### config.mk
export PLATFORM = sky130hd
export DESIGN_NAME = mem_responder
export DESIGN_NICKNAME = d
export VERILOG_FILES = /design/src/rtl/mem_responder.sv
export SDC_FILE = /design/constraint.sdc
export NUM_CORES = 2
export LEC_CHECK = 0
export BUFFER_PORTS_ARGS = -buffer_cell sky130_fd_sc_hd__buf_2
export CAP_MARGIN = 20
export CORE_MARGIN = 5
export CORE_UTILIZATION = 40
export DETAILED_ROUTE_END_ITERATION = 8
export REMOVE_ABC_BUFFERS = 1
export SETUP_SLACK_MARGIN = 0.15
export SYNTH_ARGS = -nofsm -noshare
export SYNTH_HDL_FRONTEND = slang
export SYNTH_SLANG_ARGS = --single-unit
### constraint.sdc
create_clock -name clk -period 9.4 [get_ports clk]
set_clock_uncertainty 0.05 [all_clocks]
set_input_delay 0.47 -clock clk [delete_from_list [all_inputs] [get_ports clk]]
set_output_delay 0.47 -clock clk [all_outputs]
set_load 0.01 [all_outputs]
### src/rtl/mem_responder.sv
// Word-addressed 32-bit memory behind a valid/ready request/response port,
// with a programmable number of wait states and out-of-range error reporting.
module mem_responder #(
  parameter int DEPTH       = 64,
  parameter int ADDR_W      = 12,
  parameter int WAIT_CYCLES = 1
) (
  input  logic              clk,
  input  logic              rst_n,
  input  logic              req_valid,
  output logic              req_ready,
  input  logic              req_write,
  input  logic [ADDR_W-1:0] req_addr,
  input  logic [31:0]       req_wdata,
  output logic              rsp_valid,
  input  logic              rsp_ready,
  output logic [31:0]       rsp_rdata,
  output logic              rsp_err
);

  localparam int IDX_W = (DEPTH > 1) ? $clog2(DEPTH) : 1;

  typedef enum logic [1:0] {IDLE, WAIT, RESP} state_t;

  state_t            state, state_next;
  logic [3:0]        wait_cnt;
  logic              lat_write;
  logic [ADDR_W-1:0] lat_addr;
  logic [31:0]       lat_wdata;
  logic [31:0]       mem [DEPTH];

  logic              accept;
  logic              enter_resp;
  logic              acc_write;
  logic [ADDR_W-1:0] acc_addr;
  logic [31:0]       acc_wdata;
  logic              acc_in_range;
  logic [IDX_W-1:0]  acc_idx;

  always_ff @(posedge clk or negedge rst_n) begin
    if (!rst_n) state <= IDLE;
    else        state <= state_next;
  end

  always_comb begin
    state_next = state;
    req_ready  = 1'b0;
    rsp_valid  = 1'b0;
    accept     = 1'b0;
    enter_resp = 1'b0;
    case (state)
      IDLE: begin
        req_ready = 1'b1;
        if (req_valid) begin
          accept = 1'b1;
          if (WAIT_CYCLES == 0) begin
            state_next = RESP;
            enter_resp = 1'b1;
          end else begin
            state_next = WAIT;
          end
        end
      end
      WAIT: begin
        if (wait_cnt <= 4'd1) begin
          state_next = RESP;
          enter_resp = 1'b1;
        end
      end
      RESP: begin
        rsp_valid = 1'b1;
        if (rsp_ready) state_next = IDLE;
      end
      default: state_next = IDLE;
    endcase
  end

  // With zero wait states the access happens on the accept edge, so the
  // request is taken straight from the port instead of the latched copy.
  always_comb begin
    acc_write    = (state == IDLE) ? req_write : lat_write;
    acc_addr     = (state == IDLE) ? req_addr  : lat_addr;
    acc_wdata    = (state == IDLE) ? req_wdata : lat_wdata;
    acc_in_range = (32'(acc_addr) < 32'(DEPTH));
    acc_idx      = acc_addr[IDX_W-1:0];
  end

  always_ff @(posedge clk or negedge rst_n) begin
    if (!rst_n) begin
      wait_cnt  <= 4'd0;
      lat_write <= 1'b0;
      lat_addr  <= '0;
      lat_wdata <= 32'd0;
      rsp_rdata <= 32'd0;
      rsp_err   <= 1'b0;
    end else begin
      if (accept) begin
        lat_write <= req_write;
        lat_addr  <= req_addr;
        lat_wdata <= req_wdata;
        wait_cnt  <= 4'(WAIT_CYCLES);
      end else if (state == WAIT && wait_cnt != 4'd0) begin
        wait_cnt <= wait_cnt - 4'd1;
      end

      if (enter_resp) begin
        rsp_rdata <= (!acc_write && acc_in_range) ? mem[acc_idx] : 32'd0;
        rsp_err   <= !acc_in_range;
      end else if (rsp_valid && rsp_ready) begin
        rsp_rdata <= 32'd0;
        rsp_err   <= 1'b0;
      end
    end
  end

  // The array is never reset; rst_n only blocks a write on an edge seen while held in reset.
  always_ff @(posedge clk) begin
    if (rst_n && enter_resp && acc_write && acc_in_range)
      mem[acc_idx] <= acc_wdata;
  end

endmodule

# After elaboration in Yosys (flattened, before gate mapping)
# Memory sizes are Yosys's and may differ from the RTL's.
# Cells that the tools add are included.
# word_totals
regBits	84
ramBits	2048
out_inout_bits	35
wordCells	51
memories	1
# classes
addsub	1
order_cmp	2
n_eq_ne	5
mux	22
reduce_logical	13
# mem_list
name	depth	width	rd	rd_ports_with_merged_regs	write_ports	line_no	text
mem	64	32	1	0	1	30	logic [31:0] mem [DEPTH];
# op_table
op	n
32-bit 2-to-1 mux	4
12-bit by 7-bit less-than comparator with 1-bit output (second input constant)	1
12-bit 2-to-1 mux	1
1-bit 2-to-1 mux	11
4-bit 2-to-1 mux	2
1-bit logical AND	6
2-bit 2-to-1 mux	3
2-bit != test (second input constant)	3
2-bit one-hot mux with 3 select lines	1
4-bit by 1-bit <= comparator with 1-bit output (second input constant)	1
2-bit nonzero test	2
4-bit nonzero test	1
4-bit by 1-bit subtractor with 4-bit output (second input constant)	1
3-bit AND reduction	1
2-bit by 1-bit == test with 1-bit output (second input constant)	1
2-bit == test (second input constant)	1
1-bit zero test	2
2-bit zero test	1

# Longest topological paths before layout
# depth
word_depth	8
ltp_mapped	13
ltp_nobuf	9

# Worst setup path after synthesis
# No wires, ideal clock.
# synth_timing
kind	register -> register
from	register state[0]
to	memory mem[11][0], enable pin
arrival_ns	3.447
setup_slack_ns	5.482
path_stages_with_launch	10
synth_period_minus_slack_ns	3.918
path_cell_list	dfrtp_1 or2_1 buf_6 buf_2 o21ai_0 buf_2 buf_2 buf_1 nand3_1 nor2_1
# synth_via
elab_chain_len	7
# synth_rtl
item	line_no	text
start: declaration	25	state_t state, state_next;
start signal: assignment	42	else state <= state_next;
branches (longest 7 deep; another with 12-bit by 7-bit less-than comparator with 1-bit output)	n/a	
end: declaration	30	
# Several ways; the timed one is not identified.

# Final worst setup path
# layout_timing
from	register state[0]
to	memory mem[57][31], enable pin
# The elaborated chain is that of the path after synthesis.

==> results.yml <==
power:
  p_comb_frac: 0.310
  p_total_mw: 29.8
  p_sw_mw: 11.0
  p_sw_frac: 0.369
  pwr-share-clk: 0.275
  p_leak_nw: 29.4
  p_seq_frac: 0.415
  peakVddDrop_mv: 0.264
  p_int_mw: 18.8
  p_per_area_nw_per_um2: 328
grt:
  grt_pass1_wl_um: 397000
  grt.overflow.total: 0
  grt_usage: 0.274
  grt_pass1_vias: 49800
  grt_max_degree: 101
  antenna_found_initial: 9
worst_setup_path:
  path_cells: "nor3b_2, nand2_4, nand2_2, nand2_1, nor2_4, buf_4"
  slowest_delay_ns: 1.00
  cpMaxStageDelayCell: "nor2_4"
  cp-startpoint: "state[0]"
  rr_startpoint: "state[0]"
  critPathCapture: "mem[57][31]"
  rr_worst_depth: 6
  start_kind: "flip-flop"
  r2r_end: "mem[57][31]"
  reg2reg_setup_slack_ns: 4.15
  end_kind: "flip-flop"
  arrival_ns: 5.66
  cp_max_fo: 28
  worstPathRequired_ns: 9.81
  path_class: "reg -> reg"
clock_network:
  cts.sinks: 2132
  htreeDepth: 4
  cts_root_buf: "clkbuf_16"
  cts_tree: "done"
  cts_buffers: 210
  cts_setup_buffers: 0
  clk_pin_slew_ns: 0.06
  cts_max_path_buffers: 3
  clk-insertion-delay-late_ns: 0.86
layout:
  fin_nets: 5354
  syn2layout_area_growth_pct: 14.7
  final_util: 0.461
  drive_gt1_frac: 0.127
timing:
  fin_crit_ns: 5.25
  slew_viol_final: 0
  rsz0062_at_grt: "no"
  timing.hold.ws_ns: 0.0810
  fin_tns_setup_ns: 0
  finalCritPeriodShare: 0.558
  tightest_slew_ns: 1.28
  maxSlewHeadroom: 0.131
  max_freq_mhz: 191
  setup_viol: 0
  hold_violations: 0
floorplan:
  die_y_um: 455
  die-area_um2: 207000
  io_pins: 84
  num_rows: 163
  initial_core_util: 0.402
  dieWidth_um: 455
  core_um2: 197000
yosys:
  synth_seq_area_share: 0.803
  syn-cell-area_um2: 79200
  async_flop_share: 0.0394
  ys_types: 79
  synth_warnings: 0
  avgSynthCellArea_um2: 15.5
  postSynthCellCount: 5102
  synth_ff_type: "edfxtp_1"
  ys_ff_latch: 2132
  synth-edff-count: 2048
routing:
  drc: 0
  drt.antenna.violating_nets: 0
  via_per_inst: 6.41
  drt-wirelength-per-cell_um: 35.6
  firstDrtPassIters: 6
  num_vias: 52100
  wirelength_um: 290000
  drt_iter0_markers: 8559
place:
  gp_congestion: 0.877
  port_buffers: 83
  hpwlAfterDp_um: 156000
run_status:
  outcome: "finished, final reports clean"
flow_run:
  cap_violations: 0
hold_path:
  min-delay-path-class: "in -> reg"
==> synthesized netlist by cell type (9+ instances only) <==
library cell | count | area, um2
edfxtp_1 | 2048 | 61500
buf_4 | 16 | 120
a21oi_1 | 284 | 1420
buf_2 | 151 | 756
and3_1 | 23 | 144
nor4_1 | 114 | 713
a32oi_1 | 16 | 140
buf_1 | 51 | 191
a22o_1 | 19 | 166
clkbuf_1 | 89 | 334
o22ai_1 | 620 | 3880
a31oi_1 | 112 | 701
o21ai_0 | 21 | 105
mux2i_1 | 16 | 160
a211oi_1 | 13 | 97.6
nand3_1 | 99 | 495
mux2_2 | 12 | 135
a22oi_1 | 16 | 120
o221ai_1 | 23 | 201
dfrtp_1 | 84 | 2100
nor3_1 | 110 | 551
o31ai_1 | 9 | 67.6
nor2_1 | 297 | 1110
or4_1 | 11 | 82.6
nand2_1 | 712 | 2670
a32o_1 | 27 | 270
==> power by group through the flow <==
stage	clock network (mW)	registers (mW)	logic, mW
after detailed placement	0	12.6	8.88
final	8.22	12.4	9.23
after floorplan	0	12.6	4.49
after global placement	0	12.6	8.77
after global routing	8.65	12.4	9.43
after CTS	8.25	12.4	8.92
==> routing by layer <==
layer / share of wire / global-route usage / vias up
li1: - / - / 20500
met1: 0.36 / 0.365 / 26500
met2: 0.45 / 0.423 / 4263
met3: 0.13 / 0.0668 / 858
met4: 0.059 / 0.134 / 6
met5: 0.00012 / 0 / -
==> worst min-delay path by stage <==
stage,slack [ns],from,depth (start not counted),endpoint
6_report,0.08,req_addr[2],2,lat_addr[2]
5_1_grt,0.08,req_addr[2],2,lat_addr[2]
4_1_cts,0.02,req_addr[2],2,lat_addr[2]
3_5_place_dp,0.41,lat_wdata[19],2,lat_wdata[19]
3_3_place_gp,0.41,lat_wdata[26],2,lat_wdata[26]
2_1_floorplan,0.12,rst_n,0,lat_addr[0]
==> per-stage QoR <==
stage                     instances  setup slack, ns  area, um2
after CTS                      8122             4.33      90800
after global routing           8126             4.12      90800
after detailed placement       7680             4.25      83600
after global placement         7675             4.40      83500
final                          8135             4.15      90900
after floorplan                4791            0.580      77800
==> cells in the final DEF, fill, tap and decap left out, types with 6 or more instances in the layout <==
cell / count
edfxtp_1: 2048
dfrtp_1: 84
buf_12: 18
bufinv_16: 12
and3_1: 23
a21oi_1: 284
o221ai_1: 23
nor2_1: 233
o31ai_1: 9
a22oi_1: 16
nand2_4: 6
and2_1: 6
clkbuf_16: 212
o22ai_1: 620
a22o_1: 19
clkinv_1: 39
a32o_1: 27
or4_1: 11
nor2_4: 65
a211oi_1: 13
dlygate4sd3_1: 46
diode_2: 9
buf_4: 149
nand2_2: 39
clkinv_2: 42
nand3_1: 99
a32oi_1: 16
nand2_1: 669
nor3_1: 110
buf_2: 82
o21ai_0: 20
inv_6: 7
nor4_1: 114
o22a_1: 8
mux2_2: 12
mux2i_1: 15
clkbuf_1: 61
a31oi_1: 112
clkbuf_8: 11
==> timing repair <==
action / 4_1_cts / 5_1_grt
setup endpoints to repair: 0 / 0
resized for setup: 0 / 0
endpoints found under the hold margin: 88 / 0
hold buffers: 46 / 0
==> state kept, by name, indices dropped and copies added, names as in the netlist <==
| name | count |
|---|---|
| lat_wdata | 32 |
| state | 2 |
| rsp_rdata | 32 |
| wait_cnt | 4 |
| mem | 2048 |
| lat_write | 1 |
| rsp_err | 1 |
| lat_addr | 12 |
==> area by class of cell <==
cell class	count	area [um2]
antenna	9	22.5
clock buffer	284	5690
clock inverter	112	988
fill	16900	106000
inverter	5	21.3
multi-input combinational	2654	14800
sequential	2132	63600
tap	2640	3300
timing repair buffer	299	2430
==> critical path, delay by kind of cell, from the launching register on <==
family	cells	cell delay, ns
buf+inv	1	0.55
flops	1	0.55
simple gates	5	3.65
==> logic make-up after synthesis <==
logic type,synth area share
xor gates and xnor gates,0.000332
AOI/OAI and AO/OA,0.0963
buffers and inverters,0.0186
adders and majority gates,0.000474
muxes,0.00504
and+or+nand+nor,0.0764
DFF,0.803
(Power assumes the default switching activity.)
